**src/rtl/aes_pkg.sv**
```systemverilog
// Shared definitions for the AES-128 key schedule and round datapath.
// Contents: schedule FSM state type, schedule geometry constants, the round
// constant table and the byte substitution (S-box) lookup function.
package aes_pkg;

  typedef enum logic [1:0] {
    IDLE = 2'd0,
    BUSY = 2'd1,
    DONE = 2'd2
  } state_t;

  localparam int NR          = 10;
  localparam int ROUND_KEY_W = 128;
  localparam int OUT_W       = (NR + 1) * ROUND_KEY_W;

  // Indexed directly by the 4-bit round counter; entries outside 1..10 are
  // padding so any counter value stays inside the table.
  localparam logic [7:0] RCON [16] = '{
    8'h00, 8'h01, 8'h02, 8'h04, 8'h08, 8'h10, 8'h20, 8'h40,
    8'h80, 8'h1b, 8'h36, 8'h00, 8'h00, 8'h00, 8'h00, 8'h00
  };

  localparam logic [7:0] SBOX [256] = '{
    8'h63, 8'h7c, 8'h77, 8'h7b, 8'hf2, 8'h6b, 8'h6f, 8'hc5, 8'h30, 8'h01, 8'h67, 8'h2b, 8'hfe, 8'hd7, 8'hab, 8'h76,
    8'hca, 8'h82, 8'hc9, 8'h7d, 8'hfa, 8'h59, 8'h47, 8'hf0, 8'had, 8'hd4, 8'ha2, 8'haf, 8'h9c, 8'ha4, 8'h72, 8'hc0,
    8'hb7, 8'hfd, 8'h93, 8'h26, 8'h36, 8'h3f, 8'hf7, 8'hcc, 8'h34, 8'ha5, 8'he5, 8'hf1, 8'h71, 8'hd8, 8'h31, 8'h15,
    8'h04, 8'hc7, 8'h23, 8'hc3, 8'h18, 8'h96, 8'h05, 8'h9a, 8'h07, 8'h12, 8'h80, 8'he2, 8'heb, 8'h27, 8'hb2, 8'h75,
    8'h09, 8'h83, 8'h2c, 8'h1a, 8'h1b, 8'h6e, 8'h5a, 8'ha0, 8'h52, 8'h3b, 8'hd6, 8'hb3, 8'h29, 8'he3, 8'h2f, 8'h84,
    8'h53, 8'hd1, 8'h00, 8'hed, 8'h20, 8'hfc, 8'hb1, 8'h5b, 8'h6a, 8'hcb, 8'hbe, 8'h39, 8'h4a, 8'h4c, 8'h58, 8'hcf,
    8'hd0, 8'hef, 8'haa, 8'hfb, 8'h43, 8'h4d, 8'h33, 8'h85, 8'h45, 8'hf9, 8'h02, 8'h7f, 8'h50, 8'h3c, 8'h9f, 8'ha8,
    8'h51, 8'ha3, 8'h40, 8'h8f, 8'h92, 8'h9d, 8'h38, 8'hf5, 8'hbc, 8'hb6, 8'hda, 8'h21, 8'h10, 8'hff, 8'hf3, 8'hd2,
    8'hcd, 8'h0c, 8'h13, 8'hec, 8'h5f, 8'h97, 8'h44, 8'h17, 8'hc4, 8'ha7, 8'h7e, 8'h3d, 8'h64, 8'h5d, 8'h19, 8'h73,
    8'h60, 8'h81, 8'h4f, 8'hdc, 8'h22, 8'h2a, 8'h90, 8'h88, 8'h46, 8'hee, 8'hb8, 8'h14, 8'hde, 8'h5e, 8'h0b, 8'hdb,
    8'he0, 8'h32, 8'h3a, 8'h0a, 8'h49, 8'h06, 8'h24, 8'h5c, 8'hc2, 8'hd3, 8'hac, 8'h62, 8'h91, 8'h95, 8'he4, 8'h79,
    8'he7, 8'hc8, 8'h37, 8'h6d, 8'h8d, 8'hd5, 8'h4e, 8'ha9, 8'h6c, 8'h56, 8'hf4, 8'hea, 8'h65, 8'h7a, 8'hae, 8'h08,
    8'hba, 8'h78, 8'h25, 8'h2e, 8'h1c, 8'ha6, 8'hb4, 8'hc6, 8'he8, 8'hdd, 8'h74, 8'h1f, 8'h4b, 8'hbd, 8'h8b, 8'h8a,
    8'h70, 8'h3e, 8'hb5, 8'h66, 8'h48, 8'h03, 8'hf6, 8'h0e, 8'h61, 8'h35, 8'h57, 8'hb9, 8'h86, 8'hc1, 8'h1d, 8'h9e,
    8'he1, 8'hf8, 8'h98, 8'h11, 8'h69, 8'hd9, 8'h8e, 8'h94, 8'h9b, 8'h1e, 8'h87, 8'he9, 8'hce, 8'h55, 8'h28, 8'hdf,
    8'h8c, 8'ha1, 8'h89, 8'h0d, 8'hbf, 8'he6, 8'h42, 8'h68, 8'h41, 8'h99, 8'h2d, 8'h0f, 8'hb0, 8'h54, 8'hbb, 8'h16
  };

  function automatic logic [7:0] sbox(input logic [7:0] b);
    return SBOX[b];
  endfunction

endpackage

```
**src/rtl/aes_sbox.sv**
```systemverilog
// Combinational AES byte substitution.
// Ports: din (8-bit byte in), dout (8-bit substituted byte out).
// Used four times for SubWord in the key schedule; also suited to SubBytes.
module aes_sbox
  import aes_pkg::*;
(
  input  logic [7:0] din,
  output logic [7:0] dout
);

  assign dout = sbox(din);

endmodule

```
**src/rtl/aes_key_expansion.sv**
```systemverilog
// Iterative AES-128 key schedule: one round key per clock, 11 round keys total.
// Ports:
//   clk    - rising-edge clock
//   rst    - asynchronous active-low reset
//   start  - level request, sampled only while idle
//   key    - 128-bit cipher key (key[127:96] is word w0)
//   finish - registered, high while the full schedule is held on out
//   out    - 1408-bit flat bus, out[1407:1280] = rk0 ... out[127:0] = rk10
module aes_key_expansion
  import aes_pkg::*;
(
  input  logic               clk,
  input  logic               rst,
  input  logic               start,
  input  logic [127:0]       key,
  output logic               finish,
  output logic [OUT_W-1:0]   out
);

  state_t                 state_r;
  state_t                 state_next_s;
  logic [3:0]             cnt_r;
  logic [127:0]           work_r;
  logic [OUT_W-1:0]       out_r;
  logic                   finish_r;

  logic [31:0]            w0_s, w1_s, w2_s, w3_s;
  logic [31:0]            rot_s;
  logic [31:0]            sub_s;
  logic [31:0]            t_s;
  logic [31:0]            nw0_s, nw1_s, nw2_s, nw3_s;
  logic [127:0]           next_rk_s;

  assign w0_s = work_r[127:96];
  assign w1_s = work_r[95:64];
  assign w2_s = work_r[63:32];
  assign w3_s = work_r[31:0];

  // RotWord: rotate the last word left by one byte
  assign rot_s = {w3_s[23:0], w3_s[31:24]};

  aes_sbox u_sbox3 (.din(rot_s[31:24]), .dout(sub_s[31:24]));
  aes_sbox u_sbox2 (.din(rot_s[23:16]), .dout(sub_s[23:16]));
  aes_sbox u_sbox1 (.din(rot_s[15:8]),  .dout(sub_s[15:8]));
  aes_sbox u_sbox0 (.din(rot_s[7:0]),   .dout(sub_s[7:0]));

  // The round counter doubles as the Rcon index since it runs 1..10 in BUSY
  assign t_s = sub_s ^ {RCON[cnt_r], 24'h000000};

  // The four words chain serially; this XOR ladder is the critical path
  assign nw0_s     = w0_s ^ t_s;
  assign nw1_s     = w1_s ^ nw0_s;
  assign nw2_s     = w2_s ^ nw1_s;
  assign nw3_s     = w3_s ^ nw2_s;
  assign next_rk_s = {nw0_s, nw1_s, nw2_s, nw3_s};

  // Next-state logic for the schedule controller
  always_comb begin
    state_next_s = state_r;
    case (state_r)
      IDLE: begin
        if (start) begin
          state_next_s = BUSY;
        end else begin
          state_next_s = IDLE;
        end
      end
      BUSY: begin
        if (cnt_r >= 4'(NR)) begin
          state_next_s = DONE;
        end else begin
          state_next_s = BUSY;
        end
      end
      DONE: begin
        // Holding here while start stays high prevents a retrigger
        if (start) begin
          state_next_s = DONE;
        end else begin
          state_next_s = IDLE;
        end
      end
      default: state_next_s = IDLE;
    endcase
  end

  // State, counter, working words, round-key slots and finish flag
  always_ff @(posedge clk or negedge rst) begin
    if (!rst) begin
      state_r  <= IDLE;
      cnt_r    <= 4'd0;
      work_r   <= 128'd0;
      out_r    <= '0;
      finish_r <= 1'b0;
    end else begin
      state_r  <= state_next_s;
      // Derived from the next state so finish is a plain flop output
      finish_r <= (state_next_s == DONE);
      case (state_r)
        IDLE: begin
          if (start) begin
            work_r                                 <= key;
            out_r[OUT_W-1 -: ROUND_KEY_W]          <= key;
            cnt_r                                  <= 4'd1;
          end
        end
        BUSY: begin
          work_r <= next_rk_s;
          cnt_r  <= cnt_r + 4'd1;
          for (int s = 1; s <= NR; s++) begin
            if (cnt_r == 4'(s)) begin
              out_r[(NR - s) * ROUND_KEY_W +: ROUND_KEY_W] <= next_rk_s;
            end
          end
        end
        default: begin
        end
      endcase
    end
  end

  assign finish = finish_r;
  assign out    = out_r;

endmodule

```
**config.mk**
```make
export PLATFORM = sky130hd
export DESIGN_NAME = aes_key_expansion
export DESIGN_NICKNAME = d
export VERILOG_FILES = /design/src/rtl/aes_pkg.sv /design/src/rtl/aes_sbox.sv /design/src/rtl/aes_key_expansion.sv
export SDC_FILE = /design/constraint.sdc
export NUM_CORES = 2
export LEC_CHECK = 0
export CORE_AREA = 2 2 592 594
export CTS_CLUSTER_SIZE = 10
export DETAILED_ROUTE_END_ITERATION = 16
export DIE_AREA = 0 0 594 596
export DONT_BUFFER_PORTS = 1
export PLACE_DENSITY_LB_ADDON = 0.1
export SLEW_MARGIN = 0
export SYNTH_ARGS = -nofsm -noshare
export SYNTH_HDL_FRONTEND = slang
export SYNTH_SLANG_ARGS = --single-unit
export TNS_END_PERCENT = 1
```
**constraint.sdc**
```tcl
create_clock -name clk -period 6.7 [get_ports clk]
set_input_delay 0 -clock clk [delete_from_list [all_inputs] [get_ports clk]]
set_output_delay 0 -clock clk [all_outputs]
set_load 0.1 [all_outputs]
```
==> flow_summary.ini <==
[clock_tree]
cts_buffers = 198
cts_post_setup_buffers_inserted = 0
cts_sinks = 1543
cts-root-buf = clkbuf_16
clock_latency_ps = 930
cts_max_level = 4
clk_pin_slew_ps = 60
tritoncts = built
clockBufferDepth = 4

[synthesis]
synth_common_cells = nand2_1, dfrtp_1, o21ai_0, clkbuf_1, a21oi_1
synth_seq_area_share_pct = 52.8
synth_cell_types = 112
synth-seq-cells = 1543
synthAdderAreaFrac_pct = 1.11
synthTopCellsByArea = dfrtp_1, nand2_1, o21ai_0
synth-xor-area-share_pct = 3.10
async_reset_ff_share_pct = 100
avgSynthCellArea_sq_um = 9.33
synth_top_family_by_area = compound AO/OA/AOI/OAI gates
yosys.area_share.simple_pct = 15.8
synth.most_common_cell = nand2_1
syn_nets = 8033
syn_area_sq_um = 73100
syn_inst = 7838
yosysWarnings = 0
yosysTopAreaCell = dfrtp_1
synthFlopType = dfrtp_1
synth.top_cell.area_share_pct = 52.8
synth_edf_count = 0
synth.area.mux_share_pct = 2.66
synth_compound_area_share_pct = 19.7

[die]
core-area_sq_um = 348000
start_util_pct = 21.0
die_w_um = 594
die_area_sq_um = 354000
num_io_pins = 1540
rows = 217
die_h_um = 596

[worst_hold_path]
min_path_type = in2reg
min_from = key[70]
whs_path_depth = 3
whs_endpoint = out[1350]$_DFFE_PN0P_

[grt]
antenna_found_initial = 55
grt_overflow_total = 0
first_global_vias = 60154
grt_max_degree = 253
grt_pass1_wl_mm = 600
track_usage_pct = 24.7

[routing]
drt_iter0_drc = 5836
wl_per_cell_um = 35.8
drc = 0
via_per_inst = 4.96
ant_nets = 0
vias = 62380
routed_wl_mm = 451
dr.pass1.iters = 6

[place]
placed_cells = 12026
dp_hpwl_mm = 328
placed_area_sq_um = 79600
place_congestion = 0.905
port_buffers = 0

[finish]
finish.instance_area_sq_um = 88100
nets = 8049
drive_above_1_share_pct = 11.2
area.growth.synth_to_final_pct = 20.6
final_util_pct = 25.3
fin_cells = 12588
fillCellCount = 37301

[setup_path]
r2r_cells = 11
regToRegSetupSlack_ps = 1260
r2r_end = work_r[35]$_DFFE_PN0P_
worst_ep_arrival_time_ps = 6200
timing.rr.start = work_r[26]$_DFFE_PN0P_
critical_path_class = reg2reg
cp-end-kind = flip-flop
required_ps = 7460
critPathLaunchType = flip-flop
cp_max_fo = 55

[timing]
finClkSkew_ps = 103
period_needed_ps = 5440
tns_ps = 0
fmax_mhz = 184
period_share_pct = 81.1
worst_pin_slew_ps = 1350
maxSlewViolCount = 0
relSlewSlack_pct = 9.77
rsz0062_at_grt = false
setup_viol = 0
hold_viol = 0

[flow_run]
maxCapViolCount = 0

[run_status]
status = finished clean
-- cells by family (layout without fill, tap and decap cells) --
group,after synthesis,count (layout)
multiplexers,134,134
XOR/XNOR,189,189
buffers and inverters,822,946
adder cells (fa/ha/maj),64,64
AO/OA/AOI/OAI,2403,2403
other,0,27
AND/OR/NAND/NOR,2683,2683
flip-flops,1543,1543
-- cell usage in the layout, fill, tap and decap left out, types with 41 or more instances in the layout --
| master | n |
|---|---|
| ha_1 | 63 |
| nor3_1 | 92 |
| mux2i_1 | 50 |
| dlygate4sd3_1 | 223 |
| nand2_1 | 1867 |
| nor2b_1 | 90 |
| clkbuf_1 | 50 |
| dfrtp_1 | 1525 |
| a31oi_1 | 41 |
| o211ai_1 | 101 |
| xnor2_2 | 54 |
| o21ai_1 | 59 |
| mux4_2 | 44 |
| nand3_1 | 89 |
| nor2_1 | 185 |
| inv_1 | 72 |
| clkbuf_16 | 203 |
| o21ai_0 | 1378 |
| a21oi_1 | 259 |
| a211oi_1 | 48 |
| or3_1 | 44 |
| buf_4 | 292 |
| nand2b_1 | 104 |
| o311ai_0 | 65 |
| xnor2_1 | 51 |
-- area by class of cell --
type	count	area (sq um)	share of cell area, %
diodes	27	67.6	0.0767
clock buffers	278	5610	6.37
clock inverters	30	520	0.591
inverters	86	323	0.366
multi-input cells	5473	32000	36.3
flip-flops and latches	1543	38700	43.9
well taps	4599	5750	6.53
repair buffers	552	5250	5.95
-- timing repair --
| item | in CTS | in global routing |
|---|---|---|
| hold buffers | 225 | 0 |
| resized for setup | 0 | 0 |
| endpoints found under the hold margin | 750 | 0 |
-- sequential cells by signal, indices dropped and copies added, names as in the netlist --
name	count
cnt_r	4
finish	1
out	1408
state_r	2
work_r	128
-- metal layers --
metal	share of wire, %	global-route usage (%)
met5	0.0029	0
met4	3.6	8.40
met3	7.5	6.09
met2	48	41.2
met1	41	31.0
-- worst max path at each step --
| stage | startpoint | cells past startpoint | slack (ps) | endpoint |
|---|---|---|---|---|
| after global routing | work_r[17]$_DFFE_PN0P_ | 13 | 1060 | out[281]$_DFFE_PN0P_ |
| after detailed placement | work_r[17]$_DFFE_PN0P_ | 12 | 1290 | out[927]$_DFFE_PN0P_ |
| after global placement | work_r[17]$_DFFE_PN0P_ | 12 | 1280 | out[543]$_DFFE_PN0P_ |
| after CTS | work_r[17]$_DFFE_PN0P_ | 12 | 1260 | work_r[31]$_DFFE_PN0P_ |
| after floorplan | work_r[17]$_DFFE_PN0P_ | 16 | 2640 | out[1048]$_DFFE_PN0P_ |
| final | work_r[26]$_DFFE_PN0P_ | 11 | 1260 | work_r[35]$_DFFE_PN0P_ |
-- through the flow --
step / setup slack, ps / hold slack, ps
detailed placement: 1290 / -294
global route: 1060 / 8.63
CTS: 1260 / 3.18
global placement: 1280 / -294
floorplan: 2640 / -296
finish: 1260 / 4.42
-- worst max-delay path, stage by stage (launching register included) --
cell	delay, ps
dfrtp_4	880
buf_4	590
nor2b_1	220
o21ai_0	270
a31oi_1	220
o311ai_0	960
a32oi_1	550
buf_4	320
xnor2_2	260
xor2_4	680
a21oi_1	160
o211ai_1	200
Power is left out: the tool's default activity adds up to more than one toggle a clock period on the data nets, which glitch-free logic cannot reach.
